==> config.mk <==
export PLATFORM = sky130hd
export DESIGN_NAME = rsa_uart_wrapper_flat
export DESIGN_NICKNAME = d
export VERILOG_FILES = /design/src/rtl/rsa_uart_wrapper_if.sv /design/src/rtl/rsa_uart_wrapper.sv /design/src/flat_wrapper.sv
export SDC_FILE = /design/constraint.sdc
export NUM_CORES = 1
export LEC_CHECK = 0
export ABC_AREA = 1
export CORE_AREA = 3 3 433 435
export CTS_CLUSTER_DIAMETER = 120
export DETAILED_ROUTE_END_ITERATION = 6
export DIE_AREA = 0 0 436 438
export HOLD_SLACK_MARGIN = 0.12
export PLACE_DENSITY = 0.52
export SYNTH_ARGS = -nofsm -noshare
export SYNTH_HDL_FRONTEND = slang
export SYNTH_SLANG_ARGS = --single-unit
==> constraint.sdc <==
create_clock -name i_clk -period 2.1 [get_ports i_clk]
set_input_delay 0.42 -clock i_clk [delete_from_list [all_inputs] [get_ports i_clk]]
set_output_delay 0.42 -clock i_clk [all_outputs]
set_load 0.05 [all_outputs]
==> src/rtl/rsa_uart_wrapper_if.sv <==
// Avalon-MM link between the RSA/UART wrapper (master) and the UART register block (slave).
interface rsa_uart_wrapper_if;
  logic [4:0]  avm_address;
  logic        avm_read;
  logic [31:0] avm_readdata;
  logic        avm_write;
  logic [31:0] avm_writedata;
  logic        avm_waitrequest;

  modport master (
    output avm_address,
    output avm_read,
    output avm_write,
    output avm_writedata,
    input  avm_readdata,
    input  avm_waitrequest
  );

  modport slave (
    input  avm_address,
    input  avm_read,
    input  avm_write,
    input  avm_writedata,
    output avm_readdata,
    output avm_waitrequest
  );
endinterface

==> src/rtl/rsa_uart_wrapper.sv <==
// Polls the UART for N, d and ciphertext bytes, runs the RSA256 core on each block
// and streams the plaintext back out through the UART.
module rsa_uart_wrapper #(
  parameter logic [4:0]  RX_ADDR     = 5'd0,
  parameter logic [4:0]  TX_ADDR     = 5'd1,
  parameter logic [4:0]  STATUS_ADDR = 5'd2,
  parameter int unsigned RRDY_BIT    = 7,
  parameter int unsigned TRDY_BIT    = 6,
  parameter int unsigned IN_BYTES    = 32,
  parameter int unsigned OUT_BYTES   = 31
) (
  input  logic                      i_clk,
  input  logic                      i_rst_n,
  rsa_uart_wrapper_if.master        avm,
  output logic                      o_core_start,
  output logic [255:0]              o_core_n,
  output logic [255:0]              o_core_key,
  output logic [255:0]              o_core_msg,
  input  logic [255:0]              i_core_ans,
  input  logic                      i_core_finished
);

  localparam int unsigned SEND_W = OUT_BYTES * 8;
  localparam int unsigned MAX_BYTES = (IN_BYTES > OUT_BYTES) ? IN_BYTES : OUT_BYTES;
  localparam int unsigned CNT_W = $clog2(MAX_BYTES);
  localparam logic [CNT_W-1:0] IN_LAST  = CNT_W'(IN_BYTES - 1);
  localparam logic [CNT_W-1:0] OUT_LAST = CNT_W'(OUT_BYTES - 1);

  typedef enum logic [2:0] {
    S_QUERY_RX,
    S_READ,
    S_WAIT_CORE,
    S_QUERY_TX,
    S_WRITE
  } state_t;

  typedef enum logic [1:0] {
    PH_N,
    PH_KEY,
    PH_MSG
  } phase_t;

  state_t             state;
  phase_t             phase;
  logic [CNT_W-1:0]   cnt;
  logic [255:0]       n_r;
  logic [255:0]       key_r;
  logic [255:0]       msg_r;
  logic [SEND_W-1:0]  send_r;
  logic [4:0]         addr_r;
  logic               rd_r;
  logic               wr_r;
  logic               start_r;

  logic               xfer_done;
  logic [7:0]         rx_byte;
  logic               unused_bits;

  assign xfer_done = (rd_r | wr_r) & ~avm.avm_waitrequest;
  assign rx_byte   = avm.avm_readdata[7:0];

  assign avm.avm_address   = addr_r;
  assign avm.avm_read      = rd_r;
  assign avm.avm_write     = wr_r;
  assign avm.avm_writedata = {24'h0, send_r[SEND_W-1 -: 8]};

  assign o_core_start = start_r;
  assign o_core_n     = n_r;
  assign o_core_key   = key_r;
  assign o_core_msg   = msg_r;

  // Upper readdata bits and the top answer byte carry nothing this block needs.
  assign unused_bits = ^{avm.avm_readdata, i_core_ans[255:SEND_W]};

  always_ff @(posedge i_clk or negedge i_rst_n) begin
    if (!i_rst_n) begin
      state   <= S_QUERY_RX;
      phase   <= PH_N;
      cnt     <= '0;
      n_r     <= '0;
      key_r   <= '0;
      msg_r   <= '0;
      send_r  <= '0;
      addr_r  <= STATUS_ADDR;
      rd_r    <= 1'b1;
      wr_r    <= 1'b0;
      start_r <= 1'b0;
    end else begin
      start_r <= 1'b0;
      case (state)
        S_QUERY_RX: begin
          if (xfer_done && avm.avm_readdata[RRDY_BIT]) begin
            state  <= S_READ;
            addr_r <= RX_ADDR;
          end
        end

        S_READ: begin
          if (xfer_done) begin
            case (phase)
              PH_N:    n_r   <= {n_r[247:0], rx_byte};
              PH_KEY:  key_r <= {key_r[247:0], rx_byte};
              default: msg_r <= {msg_r[247:0], rx_byte};
            endcase
            if (cnt == IN_LAST) begin
              cnt <= '0;
              case (phase)
                PH_N:    phase <= PH_KEY;
                default: phase <= PH_MSG;
              endcase
              if (phase == PH_MSG) begin
                state   <= S_WAIT_CORE;
                rd_r    <= 1'b0;
                start_r <= 1'b1;
              end else begin
                state  <= S_QUERY_RX;
                addr_r <= STATUS_ADDR;
              end
            end else begin
              cnt    <= cnt + 1'b1;
              state  <= S_QUERY_RX;
              addr_r <= STATUS_ADDR;
            end
          end
        end

        S_WAIT_CORE: begin
          if (i_core_finished) begin
            send_r <= i_core_ans[SEND_W-1:0];
            cnt    <= '0;
            state  <= S_QUERY_TX;
            rd_r   <= 1'b1;
            addr_r <= STATUS_ADDR;
          end
        end

        S_QUERY_TX: begin
          if (xfer_done && avm.avm_readdata[TRDY_BIT]) begin
            state  <= S_WRITE;
            rd_r   <= 1'b0;
            wr_r   <= 1'b1;
            addr_r <= TX_ADDR;
          end
        end

        S_WRITE: begin
          if (xfer_done) begin
            send_r <= {send_r[SEND_W-9:0], 8'h00};
            wr_r   <= 1'b0;
            rd_r   <= 1'b1;
            addr_r <= STATUS_ADDR;
            // After the last byte only a new ciphertext is collected; N and d are kept.
            if (cnt == OUT_LAST) begin
              cnt   <= '0;
              state <= S_QUERY_RX;
            end else begin
              cnt   <= cnt + 1'b1;
              state <= S_QUERY_TX;
            end
          end
        end

        default: begin
          state  <= S_QUERY_RX;
          rd_r   <= 1'b1;
          wr_r   <= 1'b0;
          addr_r <= STATUS_ADDR;
        end
      endcase
    end
  end

  a_hold_under_stall: assert property (
    @(posedge i_clk) disable iff (!i_rst_n)
    ((rd_r | wr_r) && avm.avm_waitrequest) |=>
      ($stable(addr_r) && $stable(rd_r) && $stable(wr_r) && $stable(avm.avm_writedata))
  );

  a_single_command: assert property (
    @(posedge i_clk) disable iff (!i_rst_n)
    (state == S_WAIT_CORE) ? !(rd_r | wr_r) : (rd_r ^ wr_r)
  );

  a_start_only_with_key: assert property (
    @(posedge i_clk) disable iff (!i_rst_n)
    start_r |-> (phase == PH_MSG && state == S_WAIT_CORE)
  );

endmodule

==> src/flat_wrapper.sv <==
// flat-port wrapper written by rule: the top's interface ports become plain ports
module rsa_uart_wrapper_flat 
#(
  parameter logic [4:0]  RX_ADDR     = 5'd0,
  parameter logic [4:0]  TX_ADDR     = 5'd1,
  parameter logic [4:0]  STATUS_ADDR = 5'd2,
  parameter int unsigned RRDY_BIT    = 7,
  parameter int unsigned TRDY_BIT    = 6,
  parameter int unsigned IN_BYTES    = 32,
  parameter int unsigned OUT_BYTES   = 31
)
  (i_clk, i_rst_n, o_core_start, o_core_n, o_core_key, o_core_msg, i_core_ans, i_core_finished, avm_avm_address, avm_avm_read, avm_avm_write, avm_avm_writedata, avm_avm_readdata, avm_avm_waitrequest);
  rsa_uart_wrapper_if avm_i ();
  input  logic i_clk;
  input  logic i_rst_n;
  output logic o_core_start;
  output logic [255:0] o_core_n;
  output logic [255:0] o_core_key;
  output logic [255:0] o_core_msg;
  input  logic [255:0] i_core_ans;
  input  logic i_core_finished;
  output wire logic [$bits(avm_i.avm_address)-1:0] avm_avm_address;
  output wire logic [$bits(avm_i.avm_read)-1:0] avm_avm_read;
  output wire logic [$bits(avm_i.avm_write)-1:0] avm_avm_write;
  output wire logic [$bits(avm_i.avm_writedata)-1:0] avm_avm_writedata;
  input wire logic [$bits(avm_i.avm_readdata)-1:0] avm_avm_readdata;
  input wire logic [$bits(avm_i.avm_waitrequest)-1:0] avm_avm_waitrequest;
  assign avm_avm_address = avm_i.avm_address;
  assign avm_avm_read = avm_i.avm_read;
  assign avm_avm_write = avm_i.avm_write;
  assign avm_avm_writedata = avm_i.avm_writedata;
  assign avm_i.avm_readdata = avm_avm_readdata;
  assign avm_i.avm_waitrequest = avm_avm_waitrequest;
  rsa_uart_wrapper #(.RX_ADDR(RX_ADDR), .TX_ADDR(TX_ADDR), .STATUS_ADDR(STATUS_ADDR), .RRDY_BIT(RRDY_BIT), .TRDY_BIT(TRDY_BIT), .IN_BYTES(IN_BYTES), .OUT_BYTES(OUT_BYTES)) u_core (.i_clk(i_clk), .i_rst_n(i_rst_n), .avm(avm_i), .o_core_start(o_core_start), .o_core_n(o_core_n), .o_core_key(o_core_key), .o_core_msg(o_core_msg), .i_core_ans(i_core_ans), .i_core_finished(i_core_finished));
endmodule
* Word-level counts from Yosys, hierarchy flattened
Cells that the tools add are included.
Word-level totals: register bits after elaboration 1034, word-level logic and storage cells 93
Cells by class: add/subtract/negate cells 1, eq/ne operators 16, reductions and logical operators 18, bitwise operators 6, muxes and demuxes 41
Operators by type and width (count):
- 248-bit 2-to-1 mux | 2
- 248-bit case mux with 2 select lines | 1
- 5-bit 2-to-1 mux | 12
- 5-bit case mux with 5 select lines | 1
- 3-bit AND reduction | 6
- 3-bit 2-to-1 mux | 5
- 3-bit case mux with 5 select lines | 1
- 5-bit case mux with 3 select lines | 1
- 1-bit 2-to-1 mux | 12
- 2-bit by 1-bit != test with 1-bit output, second input constant | 6
- 5-bit == test, second input constant | 2
- 2-bit 2-to-1 mux | 4
- 7-bit AND reduction | 1
- 3-bit by 2-bit == test with 1-bit output, second input constant | 2
- 6-bit AND reduction | 1
- 5-bit by 1-bit adder with 5-bit output, second input constant | 1
- 1-bit case mux with 5 select lines | 1
- 5-bit AND reduction | 1
- 1-bit inverter | 4
- 4-bit AND reduction | 1
- 3-bit by 1-bit == test with 1-bit output, second input constant | 1
- 3-bit == test, second input constant | 1
- 3-bit logical NOT | 1
- 3-bit != test, second input constant | 1
- 12 further kinds | 13

* Logic depth before layout (Yosys ltp)
depth in word-level cells 5, depth in mapped cells 12, mapped depth without buffers 12

* Least setup slack after synthesis
Ideal clock, no wire load.
path kind register to register, from reg u_core.rd_r, in the netlist u_core.avm.avm_read, to reg u_core.send_r[100], setup time 0.121 ns, path slack 0.201 ns, clock period less this slack 1.899 ns, data required time 1.979 ns, buffers on the path 3, arrival 1.778 ns, stages on the path, launching flop included 11, path through dfstp_2 inv_1 nand2_1 nand2_1 nand2_2 nand2_4 nor2_2 buf_6 buf_6 buf_4 o21ai_1
On the way: word-level cells in the longest chain between the ends 4
Ends and longest elaborated chain:
- from (decl) | line rsa_uart_wrapper.sv:51 | logic rd_r;
- from (signal assigned) | line rsa_uart_wrapper.sv:85 | rd_r <= 1'b1;
- from (signal assigned) | line rsa_uart_wrapper.sv:113 | rd_r <= 1'b0;
- from (signal assigned) | line rsa_uart_wrapper.sv:132 | rd_r <= 1'b1;
- 1-bit bitwise OR | line rsa_uart_wrapper.sv:59 | assign xfer_done = (rd_r | wr_r) & ~avm.avm_waitrequest;
- 1-bit AND | line rsa_uart_wrapper.sv:59
- 2-bit by 1-bit != test with 1-bit output (no line)
- 3-bit AND reduction (no line)
- to (signal assigned) | line rsa_uart_wrapper.sv:129 | send_r <= i_core_ans[SEND_W-1:0];
- to (signal assigned) | line rsa_uart_wrapper.sv:148 | send_r <= {send_r[SEND_W-9:0], 8'h00};
- to (decl) | line rsa_uart_wrapper.sv:49 | logic [SEND_W-1:0] send_r;
No other way between the ends. A chain may end at the register's enable or synchronous reset.

* Worst setup path in the final report
from reg u_core.key_r[242], in the netlist u_core.o_core_key[242], to out o_core_key[242]
RTL lines:
- from (decl) | line rsa_uart_wrapper.sv:47 | logic [255:0] key_r;
- from (signal assigned) | line rsa_uart_wrapper.sv:102 | PH_KEY: key_r <= {key_r[247:0], rx_byte};
- to (decl) | line flat_wrapper.sv:18 | output logic [255:0] o_core_key;
No word-level cell between the ends.

==> impl_metrics.py <==
metrics = {
    "logic_synthesis": {
        "ys_seq_elements": 1031,
        "synth-edff-count": 0,
        "postSynthCellCount": 4626,
        "yosys_warnings": 0,
        "synth_flop_cell": "dfrtp_1",
        "postSynthAreaPerCell_um2": 9.001,
        "synthDistinctLibCells": 26,
        "synth-seq-area-share_pct": 61.97,
        "synth-async-reset-ratio_pct": 100.0,
        "synthesis.area_um2": 41640,
    },
    "clock_network": {
        "cts_tree": "done",
        "clk_pin_slew_ns": 0.06,
        "cts_max_path_buffers": 3,
        "cts-buffers-inserted": 118,
        "htreeDepth": 3,
        "clock_latency_ns": 0.78,
        "cts_root_buf": "clkbuf_16",
        "clock-sinks": 1031,
    },
    "sta": {
        "finalHoldViolations": 0,
        "period_share_pct": 95.86,
        "setup_viol": 0,
        "rsz0062_at_grt": "no",
        "fmax_mhz": 496.7,
        "slew_violations": 0,
        "period_needed_ns": 2.013,
        "fin_hold_ws_ns": 0.2598,
        "skew_ns": 0.05905,
    },
    "grt": {
        "grt_pass1_wl_um": 229300,
        "grt.overflow.total": 0,
        "grt_max_degree": 91,
        "grt_pass1_vias": 33590,
        "antenna_found_initial": 10,
        "grt.total_usage_pct": 15.99,
    },
    "power_and_ir_drop": {
        "total_power_uw": 42510,
        "powerDensity_nw_per_um2": 707.1,
        "ir_worst_vdd_uv": 657.3,
        "p_leak_uw": 0.03089,
    },
    "placed_design": {
        "dp_cells": 8083,
        "gp_congestion": 0.8743,
        "portBuffers": 1040,
        "dp_hpwl_um": 124000,
    },
    "setup_path": {
        "crit_end": "o_core_key[242]",
        "startpoint": "u_core.o_core_key[242]",
        "r2r_slack_ns": 0.11,
        "cp-end-kind": "primary output",
        "reg2reg_depth": 12,
        "cp.required_ns": 1.68,
        "cp_num_cells": 1,
        "slowest_stage": "dfrtp_1",
        "crit_path_start_kind": "flop",
        "crit_family": "flip-flops",
        "arrival_ns": 1.59,
        "timing.rr.start": "u_core.avm.avm_read",
        "r2r-end": "u_core.send_r[94]",
        "path_buf_inv": 1,
        "cp_max_fo": 3,
        "cp_cell_sequence": "buf_4",
        "slowest_delay_ns": 0.54,
        "path_class": "reg -> out",
    },
    "finish": {
        "utilization_pct": 32.77,
        "layout_common_cells": "dfrtp_1 (1,018), nand2_1 (946), o21ai_0 (734), inv_1 (651), buf_4 (530)",
        "instances_no_fill": 8331,
        "finalNetCount": 6057,
        "drive_above_1_share_pct": 22.08,
        "mostFrequentLayoutCell": "dfrtp_1",
        "area_growth_pct": 44.38,
    },
    "detailed_routing": {
        "drt-wirelength-per-cell_um": 19.23,
        "drcViolationCount": 0,
        "vias_per_cell": 4.132,
        "ant_nets": 0,
        "vias": 34430,
        "drtIter0Drc": 2205,
        "wirelength_um": 160200,
        "dr.pass1.iters": 5,
    },
    "die": {
        "core_area_um2": 183500,
        "ioPinCount": 1100,
        "die_h_um": 438,
        "rows": 157,
        "die_width_um": 436,
        "die-area_um2": 191000,
        "start_util_pct": 22.69,
    },
    "outcome": {
        "status": "complete, no violations",
    },
    "flow_run": {
        "drv_cap": 0,
    },
    "min_path": {
        "hold_class": "in -> reg",
    },
}
[stage by stage]
stage	cell area, um2	setup TNS [ns]	setup slack, ns
2_1_floorplan	41740	0	0.2012
3_3_place_gp	55220	-14.28	-0.1308
3_5_place_dp	55220	-16.24	-0.1473
4_1_cts	59540	0	0.00006439
5_1_grt	60100	0	0.001559
6_report	60120	0	0.08685
[worst reg2reg max path, delay by kind of cell (launching register included)]
| family | cells | cell delay [ns] |
|---|---|---|
| flip-flops | 1 | 0.54 |
| buffers and inverters | 5 | 0.79 |
| AND/OR/NAND/NOR | 6 | 0.50 |
| AO/OA/AOI/OAI | 1 | 0.07 |
[area by class of cell]
class,count,area (um2)
tap,2464,3083
antenna,10,25.02
fill,19060,123400
clock buffer,175,3507
inverter,656,2462
timing repair buffer,1301,12870
multi-input combinational,2654,11830
clock inverter,40,529.3
sequential,1031,25820
[flip-flops by register name, indices dropped and copies added (netlist names), 2 cells and up]
register	cells
u_core.phase	2
u_core.o_core_n	256
u_core.state	3
u_core.avm.avm_address	2
u_core.cnt	5
u_core.o_core_key	256
u_core.o_core_msg	256
u_core.send_r	248
[timing repair]
action,CTS,global route
setup buffers,0,4
cloned,0,17
hold buffers,2,0
setup endpoints to repair,442,196
hold endpoints to repair,612,0
pin swaps,0,1
resized for setup,1392,27
[metal layers]
metal	vias to the layer above	global-route usage, %	share of wire (%)
li1	16760	-	-
met1	16560	19.58	41
met2	909	28.02	51
met3	194	2.933	5.0
met4	4	5.755	3.3
met5	-	0	0.017
[cell families (layout without fill, tap and decap cells)]
| family | Yosys count | count (layout) | synth area share, % |
|---|---|---|---|
| buffers and inverters | 967 | 2172 | 9.988 |
| other | 1 | 37 | 0.009006 |
| AOI/OAI and AO/OA | 1267 | 1267 | 15.50 |
| DFF | 1031 | 1031 | 61.97 |
| adders and majority gates | 3 | 3 | 0.09016 |
| xor gates and xnor gates | 2 | 2 | 0.04208 |
| and+or+nand+nor | 1355 | 1355 | 12.40 |
[power breakdown]
group / switching (uW) / internal [uW]
logic: 809 / 610
clock network: 8800 / 12400
registers: 0 / 19900
total: 9610 / 32900
[how the worst min path moves through the flow]
stage,start,slack [ns],to,cells past startpoint
floorplan,i_rst_n,0.12,u_core.avm.avm_address[0],0
global placement,i_rst_n,0.38,u_core.o_core_key[218],1
finish,i_core_ans[3],0.26,u_core.send_r[3],3
global route,i_core_ans[3],0.20,u_core.send_r[3],3
detailed placement,i_rst_n,0.38,u_core.o_core_key[208],1
CTS,i_core_ans[3],0.15,u_core.send_r[3],3
[cell usage after synthesis (2+ instances only)]
cell type | number | area, um2
dfrtp_1 | 1029 | 25750
nand2_1 | 949 | 3562
o21ai_0 | 736 | 3684
inv_1 | 651 | 2444
nor2_1 | 371 | 1393
a21oi_1 | 362 | 1812
buf_2 | 141 | 705.7
o21ai_1 | 139 | 695.7
clkbuf_1 | 97 | 364.1
buf_4 | 51 | 382.9
o21ai_2 | 30 | 262.8
nand3_1 | 25 | 125.1
buf_6 | 20 | 225.2
inv_2 | 5 | 18.77
ha_1 | 3 | 37.54
nand3_2 | 3 | 30.03
dfstp_2 | 2 | 52.55
nand2_2 | 2 | 12.51
nor2_2 | 2 | 12.51
xor2_1 | 2 | 17.52
Note: power is estimated with default switching activity, not from simulation.
